--- src/rtl/sm83_irq_ctrl.sv ---
// SM83 interrupt controller: IF/IE registers, source edge latch,
// acknowledge handling and the pending-and-enabled vector to the CPU.
//
// Ports:
//   clk      - system clock, all state on rising edge
//   reset    - synchronous active-high reset
//   adr      - CPU address bus (IF at 0xFF0F, IE at 0xFFFF)
//   din      - CPU write data
//   dout     - register read data, 0 when not reading a register
//   dout_oe  - high while dout carries a valid register read
//   p_rd     - CPU read strobe
//   p_wr     - CPU write strobe
//   src      - level interrupt sources (vblank, stat, timer, serial, joypad)
//   irq      - IF & IE vector, upper bits always 0
//   iack     - CPU acknowledge, clears the indicated IF bits
module sm83_irq_ctrl #(
  parameter int WORD_SIZE = 8,
  parameter int NUM_SRC   = 5
) (
  input  logic                 clk,
  input  logic                 reset,
  input  logic [15:0]          adr,
  input  logic [WORD_SIZE-1:0] din,
  output logic [WORD_SIZE-1:0] dout,
  output logic                 dout_oe,
  input  logic                 p_rd,
  input  logic                 p_wr,
  input  logic [NUM_SRC-1:0]   src,
  output logic [WORD_SIZE-1:0] irq,
  input  logic [WORD_SIZE-1:0] iack
);

  localparam logic [15:0] ADR_IF = 16'hFF0F;
  localparam logic [15:0] ADR_IE = 16'hFFFF;

  logic [NUM_SRC-1:0]   if_q;
  logic [NUM_SRC-1:0]   if_d;
  logic [NUM_SRC-1:0]   src_q;
  logic [NUM_SRC-1:0]   rise;
  logic [NUM_SRC-1:0]   ack;
  logic [WORD_SIZE-1:0] ie_q;
  logic [WORD_SIZE-1:0] ie_d;
  logic [WORD_SIZE-1:0] if_rdval;

  logic sel_if;
  logic sel_ie;
  logic wr_if;
  logic wr_ie;

  assign sel_if = (adr == ADR_IF);
  assign sel_ie = (adr == ADR_IE);
  assign wr_if  = p_wr && sel_if;
  assign wr_ie  = p_wr && sel_ie;

  // Edge detection is deliberately independent of IE.
  assign rise = src & ~src_q;

  // Acknowledge bits above the implemented sources are dropped here.
  assign ack = NUM_SRC'(iack);

  // Per-bit priority: rising edge sets, then ack clears, then CPU write.
  always_comb begin
    if_d = if_q;
    for (int n = 0; n < NUM_SRC; n++) begin
      if (rise[n]) begin
        if_d[n] = 1'b1;
      end else if (ack[n]) begin
        if_d[n] = 1'b0;
      end else if (wr_if) begin
        if_d[n] = din[n];
      end
    end
  end

  always_comb begin
    ie_d = ie_q;
    if (wr_ie) begin
      ie_d = din;
    end
  end

  always_ff @(posedge clk) begin
    if (reset) begin
      if_q  <= '0;
      ie_q  <= '0;
      src_q <= '0;
    end else begin
      if_q  <= if_d;
      ie_q  <= ie_d;
      src_q <= src;
    end
  end

  assign irq = WORD_SIZE'(if_q) & ie_q;

  // Unimplemented IF bits read back as 1.
  always_comb begin
    if_rdval              = '1;
    if_rdval[NUM_SRC-1:0] = if_q;
  end

  always_comb begin
    dout    = '0;
    dout_oe = 1'b0;
    if (p_rd && sel_if) begin
      dout    = if_rdval;
      dout_oe = 1'b1;
    end else if (p_rd && sel_ie) begin
      dout    = ie_q;
      dout_oe = 1'b1;
    end
  end

endmodule
--- config.mk ---
export PLATFORM = sky130hd
export DESIGN_NAME = sm83_irq_ctrl
export DESIGN_NICKNAME = d
export VERILOG_FILES = /design/src/rtl/sm83_irq_ctrl.sv
export SDC_FILE = /design/constraint.sdc
export NUM_CORES = 1
export LEC_CHECK = 0
export CAP_MARGIN = 20
export CELL_PAD_IN_SITES_DETAIL_PLACEMENT = 0
export CELL_PAD_IN_SITES_GLOBAL_PLACEMENT = 1
export CORE_ASPECT_RATIO = 2
export CORE_MARGIN = 2
export CORE_UTILIZATION = 30
export CTS_BUF_LIST = sky130_fd_sc_hd__clkbuf_8
export DETAILED_ROUTE_END_ITERATION = 8
export DONT_BUFFER_PORTS = 1
export GPL_ROUTABILITY_DRIVEN = 1
export GPL_TIMING_DRIVEN = 0
export PLACE_DENSITY_LB_ADDON = 0.1
export SLEW_MARGIN = 20
export SYNTH_ARGS = -nofsm -noshare
export SYNTH_HDL_FRONTEND = slang
export SYNTH_SLANG_ARGS = --single-unit
--- constraint.sdc ---
create_clock -name clk -period 1.3 [get_ports clk]
set_input_delay 0.26 -clock clk [delete_from_list [all_inputs] [get_ports clk]]
set_output_delay 0.26 -clock clk [all_outputs]
set_load 0.005 [all_outputs]
# Yosys cells after proc, flatten, opt, wreduce, memory -nomap -nowiden
# Cells that the tools add are included.
[op_classes] eq_ne=2 muxes=19 n_bitwise=3 n_reduce_logical=9
[op_table] cell="$eq 16x16->1 const B" n=2
[op_table] cell="$mux 1" n=17
[op_table] cell="$mux 8" n=2
[op_table] cell="$reduce_bool 3->1" n=5
[op_table] cell="$and 5x8->8" n=1
[op_table] cell="$and 5x5->5" n=1
[op_table] cell="$not 5->5" n=1
[op_table] cell="$logic_and 1x1->1" n=4
[word_totals] reg_bits=18 inputBits=41 out_inout_bits=17 elab_cells=40

# Logic depth before layout (Yosys ltp)
# Gate-level depths: netlist of the first run.
[depth] depth_word=5 depth_mapped=5 depth_no_buf=4

# Least setup slack after synthesis of the first run
# OpenSTA, ideal clock, no wires.
[synth_path] path_kind="input -> output" start="input adr[4]" end="output dout[2]" t_arrival_ns=1.108 t_required_ns=1.040 slack_ns=-0.068 cell_stages=4 path_buffers=1 path_cell_list="nor4_4 > buf_4 > a22oi_1 > nor2_1"
[synth_between] elab_chain_cells=4 word_cells_on_any_way=6 cone_classes="2 x eq/ne; 2 x mux; 2 x reduce/logical"
[synth_rtl] item="start, declared" line="22" rtl="input logic [15:0] adr,"
[synth_rtl] item="$eq 16x16->1" line="51" rtl="assign sel_ie = (adr == ADR_IE);"
[synth_rtl] item="$logic_and 1x1->1" line="108" rtl="end else if (p_rd && sel_ie) begin"
[synth_rtl] item="$mux 8" line="108"
[synth_rtl] item="$mux 8 *" line="105" rtl="if (p_rd && sel_if) begin"
[synth_rtl] item="end, declared" line="24" rtl="output logic [WORD_SIZE-1:0] dout,"
# Every way passes the cells marked *; elsewhere a longest branch is shown, timed or not.

# Worst setup path after layout of the first run
[layout_path] start="input adr[7]" end="output dout[0]"
# The elaborated chain is that of the path after synthesis.

==> impl_metrics.ini, run 1 <==
[finish]
syn_to_final_growth_pct = 19.7
nets = 178
regArea_um2 = 360
fin_util = 0.371
drive_gt1_frac = 0.250
fillers = 364
multi_input_area_um2 = 632
n_antenna_cell = 0

[grt]
grt_antenna_before_repair = 0
grt_pass1_wl_mm = 4.40
use_met2 = 0.255
top_usage_layer = met2
grt_use_met1 = 0.171
grt-ovfl-total = 0
grt_util_all_layers = 0.152
grt_max_degree = 11
grt_pass1_vias = 922
grt_use_met3 = 0.0311

[setup_path]
cp_slowest_cell = nor4_4
slowest_delay_ps = 290
crit_fanout = 7
arrival_ps = 990
crit_path_end_kind = output port
worstSetupPathType = in -> out
required_ps = 1040
startpoint_type = primary input
path_cells = nor4_4 > buf_4 > a22oi_1 > nor2_1

[cts]
cts_buffers = 3
root_buffer = clkbuf_8
cts_tree = yes
clock_path_buffers = 2
hold_buffers = 0
worstSkewPairLatency_ps = 260
htree_levels = 1
cts.reportedPaths.clkPinSlew_ps = 70
cts_sinks = 18

[sta]
rsz0062_at_grt = yes
clock.fmax_mhz = 798
clock_skew_ps = 0.478
hold_viol = 0
finalSetupTns_ps = 0
period_share = 0.964
timing.final.max_slew_violations = 0
setup_violations = 0
finalCriticalPeriod_ps = 1250

[route]
dr_total_vias = 955
drt-total-wl_mm = 2.99
drt-vias-per-instance = 5.68
drtIter0Drc = 25
postRouteAntennaNets = 0
dr.pass1.iters = 4
post_drt_wl_per_cell_um = 17.8
drc = 0

[min_path]
worstHoldPathType = in -> reg

[floorplan]
dieArea_um2 = 4000
start_util = 0.310
pin_count = 58
rows = 30
coreArea_um2 = 3380
die_h_um = 87.5
dieWidth_um = 45.8

[status]
outcome = completed

[placed_design]
place_congestion = 0.704
dp_hpwl_mm = 2.14
port_buffers = 0

[yosys]
synthCells = 122
ys_seq_area_frac = 0.344
syn-cell-area_um2 = 1050
synth_cell_types = 26
avgSynthCellArea_um2 = 8.57
synth_seq_cells = 18
yosys_warnings = 0

[pwr]
total_power_mw = 1.19
vdd_ir_drop_max_mv = 0.719
p_per_area_nw_per_um2 = 949
p_leak_nw = 0.462

[run]
max-cap-violations = 0
per-stage QoR:
stage | hold WS [ps] | setup WS [ps] | std cells | cell area (µm²)
3_5_place_dp | 393 | -428 | 156 | 1100
2_1_floorplan | 380 | -68.2 | 124 | 1060
4_1_cts | 127 | 17.6 | 162 | 1190
3_3_place_gp | 385 | -444 | 156 | 1100
5_1_grt | 139 | -1.84 | 168 | 1250
6_report | 124 | 46.6 | 168 | 1250
critical path: cells and delay by family:
kind	cells	cell delay, ps
compound gates	1	90
buf+inv	1	220
simple gates	2	420
repair_timing:
| item | CTS | global route |
|---|---|---|
| resized for setup | 6 | 3 |
| pin swaps | 1 | 0 |
| gates cloned | 0 | 0 |
| setup endpoints to repair | 9 | 19 |
| setup buffers | 2 | 6 |
flip-flops by register name, indices dropped and copies added (netlist names):
signal  flops
if_q        5
ie_q        8
src_q       5
cell families (layout without fill, tap and decap cells):
| group | Yosys count | after routing | synth area share |
|---|---|---|---|
| compound gates | 21 | 21 | 0.142 |
| mux | 5 | 5 | 0.0610 |
| simple gates | 60 | 60 | 0.364 |
| buf+inv | 17 | 29 | 0.0849 |
| other cells | 1 | 3 | 0.00359 |
| flops | 18 | 18 | 0.345 |
cell type report:
type	count	share of cell area
sequential	18	0.288
timing repair buffer	8	0.0480
inverter	6	0.0180
multi-input combinational	89	0.504
clock buffer	4	0.0440
buffer	11	0.0659
tap	32	0.0320
placed cells by master, fill, tap and decap left out, drive strengths merged, types with 6 or more instances in the layout:
cell type  count
nand3          6
buf           15
inv            6
o21ai          8
and2           6
clkbuf         8
nand4b         8
nand2b        13
dfxtp         18
nor2          16
cell usage after synthesis:
master,n,area share
mux2_2,3,0.032
mux2_4,2,0.029
a21oi_1,3,0.014
inv_1,6,0.022
and2_1,5,0.030
nand4_2,1,0.012
nand3_1,6,0.029
o221ai_1,3,0.025
nand2_1,5,0.018
nor4b_4,1,0.023
clkbuf_1,4,0.014
and4_1,2,0.017
nor2_1,16,0.057
buf_2,2,0.0096
nand4b_1,8,0.067
nand2b_1,13,0.078
and2_2,1,0.0072
buf_4,4,0.029
nand4_1,1,0.0060
o21ai_0,8,0.038
dfxtp_1,18,0.34
a22oi_1,5,0.036
nor4_4,1,0.020
conb_1,1,0.0036
o221ai_2,2,0.029
buf_6,1,0.011
path summary, 6_finish.rpt:
path | startpoint | endpoint | slack (ps) | cells after the start
setup / recovery | adr[7] | dout[0] | 50 | 4
setup reg to reg | if_q[0]$_SDFFE_PP0P_ | if_q[0]$_SDFFE_PP0P_ | 440 | 3
hold / removal | src[4] | src_q[4]$_SDFF_PP0_ | 120 | 2
hold reg to reg | ie_q[7]$_SDFFE_PP0P_ | ie_q[7]$_SDFFE_PP0P_ | 480 | 2
layer usage:
metal	vias up	wire length [µm]	share of wire
li1	453	-	-
met1	456	1210	0.41
met2	40	1520	0.51
met3	6	195	0.065
met4	0	55	0.018
met5	-	0	0
where the power goes:
part	total (mW)	internal [mW]	leakage, nW	switching, mW
registers	0.591	0.577	0.148	0.0144
clock network	0.487	0.270	0.0288	0.217
logic	0.111	0.0569	0.285	0.0539
No activity file was read; power rests on OpenSTA's default activity.
==> run 2, diff against run 1 <==
- HOLD_SLACK_MARGIN: default -> 0.05
- clock period: 1.3 -> 1.25 ns (I/O delays scaled with it)
==> impl_metrics.ini, run 2 (same netlist as run 1, synthesis figures left out) <==
[sta]
timing.final.max_slew_violations = 0
period_share = 0.999
setup_violations = 0
finalCriticalPeriod_ps = 1250
timing.final.ws_setup_ps = 1.19
hold_viol = 0
rsz0062_at_grt = yes
clock.fmax_mhz = 801
clock_skew_ps = 0.148

[floorplan]
coreArea_um2 = 3380
dieArea_um2 = 4000
pin_count = 58
die_h_um = 87.5
rows = 30
start_util = 0.310
dieWidth_um = 45.8

[min_path]
worstHoldPathType = in -> reg

[finish]
syn_to_final_growth_pct = 24.4
stdcell_area_um2 = 1300
n_antenna_cell = 0
nets = 179
final_common_cell = dfxtp_1
reg_top3 = ie_q (8), if_q (5), src_q (5)
largest_register_ffs = 8
top_register = ie_q
drive_gt1_frac = 0.316
layout_common_cells = dfxtp_1, nand2b_1, nor2_1, buf_4

[setup_path]
crit_fanout = 8
path_cells = nor4_4 > buf_6 > a22oi_2 > nor2_1
crit_path_end_kind = output port
r2r_start = if_q[1]$_SDFFE_PP0P_
reg2reg_slack_ps = 380
startpoint_type = primary input
worstSetupPathType = in -> out
required_ps = 1000
arrival_ps = 1000
slowest_delay_ps = 340
crit_path_end = dout[2]
r2r_cells = 3
cp_slowest_cell = nor4_4
r2r_end = if_q[1]$_SDFFE_PP0P_
startpoint = adr[4]

[placed_design]
place_congestion = 0.715
port_buffers = 0
postPlaceCellArea_um2 = 1100
dp_hpwl_mm = 2.13
place_ws_ps = -440

[pwr]
p_per_area_nw_per_um2 = 892
p_leak_nw = 0.466
vdd_ir_drop_max_mv = 0.627
total_power_mw = 1.16

[grt]
grt-ovfl-total = 0
grt_antenna_before_repair = 0
grt_util_all_layers = 0.150
grt_max_degree = 11
grt_pass1_vias = 919
grt_pass1_wl_mm = 4.26

[status]
outcome = completed

[route]
drt-total-wl_mm = 2.91
dr.pass1.iters = 2
drtIter0Drc = 7
post_drt_wl_per_cell_um = 17.3
drc = 0
postRouteAntennaNets = 0
drt-vias-per-instance = 5.50
dr_total_vias = 924

[run]
max-cap-violations = 0

[cts]
htree_levels = 1
clock_path_buffers = 2
cts_sinks = 18
worstSkewPairLatency_ps = 260
root_buffer = clkbuf_8
cts_buffers = 3
hold_buffers = 0
cts_tree = yes
cts.reportedPaths.clkPinSlew_ps = 70
run 2: cell count changes in the layout (fill, tap and decap cells not counted):
cell / delta
buf_4: -2
nor2_2: +3
buf_12: +1
clkbuf_8: -1
a22oi_1: -5
and4_4: +1
nor2_1: -3
and4_1: -1
a22oi_2: +5
buf_6: +2
run 2: repair_timing:
action | 4_1_cts | 5_1_grt
setup endpoints to repair | 10 | 9
pin swaps | 1 | 7
setup buffers | 5 | 4
gates resized for setup | 6 | 15
cloned | 0 | 0
run 2: per-layer routing:
| layer | GRT usage | routed length, µm | vias to the layer above |
|---|---|---|---|
| met2 | 0.261 | 1580 | 37 |
| met1 | 0.164 | 1100 | 430 |
| li1 | - | - | 453 |
| met3 | 0.0311 | 187 | 4 |
| met4 | 0.0701 | 43 | 0 |
| met5 | 0 | 0 | - |
run 2: how the worst min path moves through the flow:
| stage | slack (ps) | endpoint | from | cells after the start |
|---|---|---|---|---|
| 2_1_floorplan | 370 | src_q[2]$_SDFF_PP0_ | src[2] | 2 |
| 6_report | 120 | src_q[3]$_SDFF_PP0_ | src[3] | 2 |
| 3_3_place_gp | 380 | src_q[3]$_SDFF_PP0_ | src[3] | 2 |
| 3_5_place_dp | 380 | src_q[2]$_SDFF_PP0_ | src[2] | 2 |
| 4_1_cts | 110 | src_q[2]$_SDFF_PP0_ | src[2] | 2 |
| 5_1_grt | 120 | src_q[3]$_SDFF_PP0_ | src[3] | 2 |
run 2: cell type report:
cell class,instances,area (µm²)
Clock buffer,3,41.3
Fill cell,365,2080
Multi-Input combinational cell,89,667
Inverter,6,22.5
Sequential cell,18,360
Buffer,11,86.3
Tap cell,32,40.0
Timing Repair Buffer,9,83.8
run 2: critical path, delay by kind of cell:
family                 cells  cell delay (ps)
AOI/OAI and AO/OA          1               60
and+or+nand+nor            2              490
buffers and inverters      1              190
run 2: power breakdown:
group | internal [mW] | switching, mW | total, mW
Combinational | 0.0658 | 0.0573 | 0.123
Sequential | 0.600 | 0.0171 | 0.617
Clock | 0.215 | 0.205 | 0.420
run 2: metrics by stage:
stage / utilization / setup TNS, ps / std cells / hold WS, ps
after CTS: 0.356 / -44.4 / 164 / 115
final: 0.385 / 0 / 168 / 116
after detailed placement: 0.326 / -6170 / 156 / 381
after global placement: 0.326 / -6090 / 156 / 376
after global routing: 0.385 / -152 / 168 / 119
after floorplan: - / -685 / 124 / 370
==> run 3, diff against run 2 <==
- PLACE_DENSITY: default -> 0.62
- PLACE_DENSITY_LB_ADDON: 0.1 -> default
==> impl_metrics.ini, run 3 (same netlist as run 1, synthesis figures left out) <==
[status]
outcome = completed

[floorplan]
dieWidth_um = 45.8
coreArea_um2 = 3380
die_h_um = 87.5
pin_count = 58
dieArea_um2 = 4000
start_util = 0.310
rows = 30

[pwr]
switching_share = 0.219
power.switching_mw = 0.264
pwr-share-clk = 0.389
vdd_ir_drop_max_mv = 0.424
power.share.sequential = 0.513
internal_power_mw = 0.941
p_per_area_nw_per_um2 = 961
total_power_mw = 1.20
combPwrFrac = 0.098
p_leak_nw = 0.455

[cts]
cts_sinks = 18
hold_buffers = 0
root_buffer = clkbuf_8
clock_path_buffers = 2
htree_levels = 1
cts_tree = yes
cts_buffers = 3
cts.reportedPaths.clkPinSlew_ps = 70
worstSkewPairLatency_ps = 250

[route]
post_drt_wl_per_cell_um = 17.7
drc = 0
drtIter0Drc = 19
drt-vias-per-instance = 5.60
dr.pass1.iters = 4
postRouteAntennaNets = 0
dr_total_vias = 924
drt-total-wl_mm = 2.92

[setup_path]
crit_fanout = 10
critPathTopFamily = buffers and inverters
cp_slowest_cell = and4_1
reg2reg_slack_ps = 350
worstSetupPathType = in -> out
required_ps = 1000
crit_path_end_kind = output port
path_cells = and4_1 > buf_6 > clkbuf_8 > a21oi_1 > nor2_1
arrival_ps = 970
slowest_delay_ps = 190
startpoint_type = primary input
path_buf_inv = 2

[grt]
grt-ovfl-total = 0
grt_pass1_wl_mm = 4.56
grt_pass1_vias = 985
grt_util_all_layers = 0.153
grt_antenna_before_repair = 0
grt_max_degree = 11

[finish]
layout_common_cells = dfxtp_1, nor2_1, nand2b_1, nand4b_1, o21ai_0
top_register = ie_q
nets = 175
fillers = 356
syn_to_final_growth_pct = 19.9
n_antenna_cell = 0
drive_gt1_frac = 0.263
fin_util = 0.371
final_common_cell = dfxtp_1
reg_top3 = ie_q (8), if_q (5), src_q (5)
stdcell_area_um2 = 1250
largest_register_ffs = 8

[sta]
finalCriticalPeriod_ps = 1220
clock_skew_ps = 0.154
timing.final.ws_setup_ps = 33.8
timing.final.max_slew_violations = 0
rsz0062_at_grt = yes
hold_viol = 0
period_share = 0.973
setup_violations = 0
clock.fmax_mhz = 822

[placed_design]
dp_hpwl_mm = 2.15
postPlaceCellArea_um2 = 1100
place_congestion = 0.737
port_buffers = 0
place_ws_ps = -420

[min_path]
worstHoldPathType = in -> reg

[run]
max-cap-violations = 0
[run 3: routing by layer]
layer	share of wire	global-route usage	vias up
met4	0.010	0.0442	0
met5	0	0	-
met3	0.072	0.0353	4
met2	0.53	0.280	41
met1	0.39	0.167	430
li1	-	-	449
[run 3: area by class of cell]
cell class                      instances  area [µm²]  share of cell area
Buffer                                 11        87.6              0.0699
Sequential cell                        18         360               0.287
Inverter                                6        22.5              0.0180
Tap cell                               32        40.0              0.0319
Timing Repair Buffer                    5        41.3              0.0329
Multi-Input combinational cell         89         647               0.516
Clock buffer                            4        55.1              0.0439
[run 3: repair_timing]
| item | CTS | global route |
|---|---|---|
| pin swaps | 1 | 3 |
| setup buffers | 3 | 2 |
| endpoints found under the setup margin | 11 | 13 |
| gates resized for setup | 7 | 11 |
[run 3: power by group through the flow]
stage	registers, mW	clock network, mW	logic (mW)
global route	0.621	0.515	0.132
CTS	0.616	0.486	0.112
finish	0.617	0.469	0.118
global placement	0.627	0	0.100
detailed placement	0.630	0	0.104
floorplan	0.624	0	0.0859
[run 3: worst paths after layout]
path                              from              endpoint  depth (start not counted)
hold / removal                  src[4]   src_q[4]$_SDFF_PP0_                          2
hold reg to reg   ie_q[5]$_SDFFE_PP0P_  ie_q[5]$_SDFFE_PP0P_                          2
setup reg to reg  if_q[1]$_SDFFE_PP0P_  if_q[1]$_SDFFE_PP0P_                          3
setup / recovery                adr[7]               dout[6]                          5
[run 3: stage by stage]
step	hold WS (ps)	TNS [ps]	instances
finish	123	0	165
global placement	376	-5810	156
floorplan	370	-685	124
CTS	119	-0.765	163
detailed placement	379	-6280	156
global route	128	-131	165
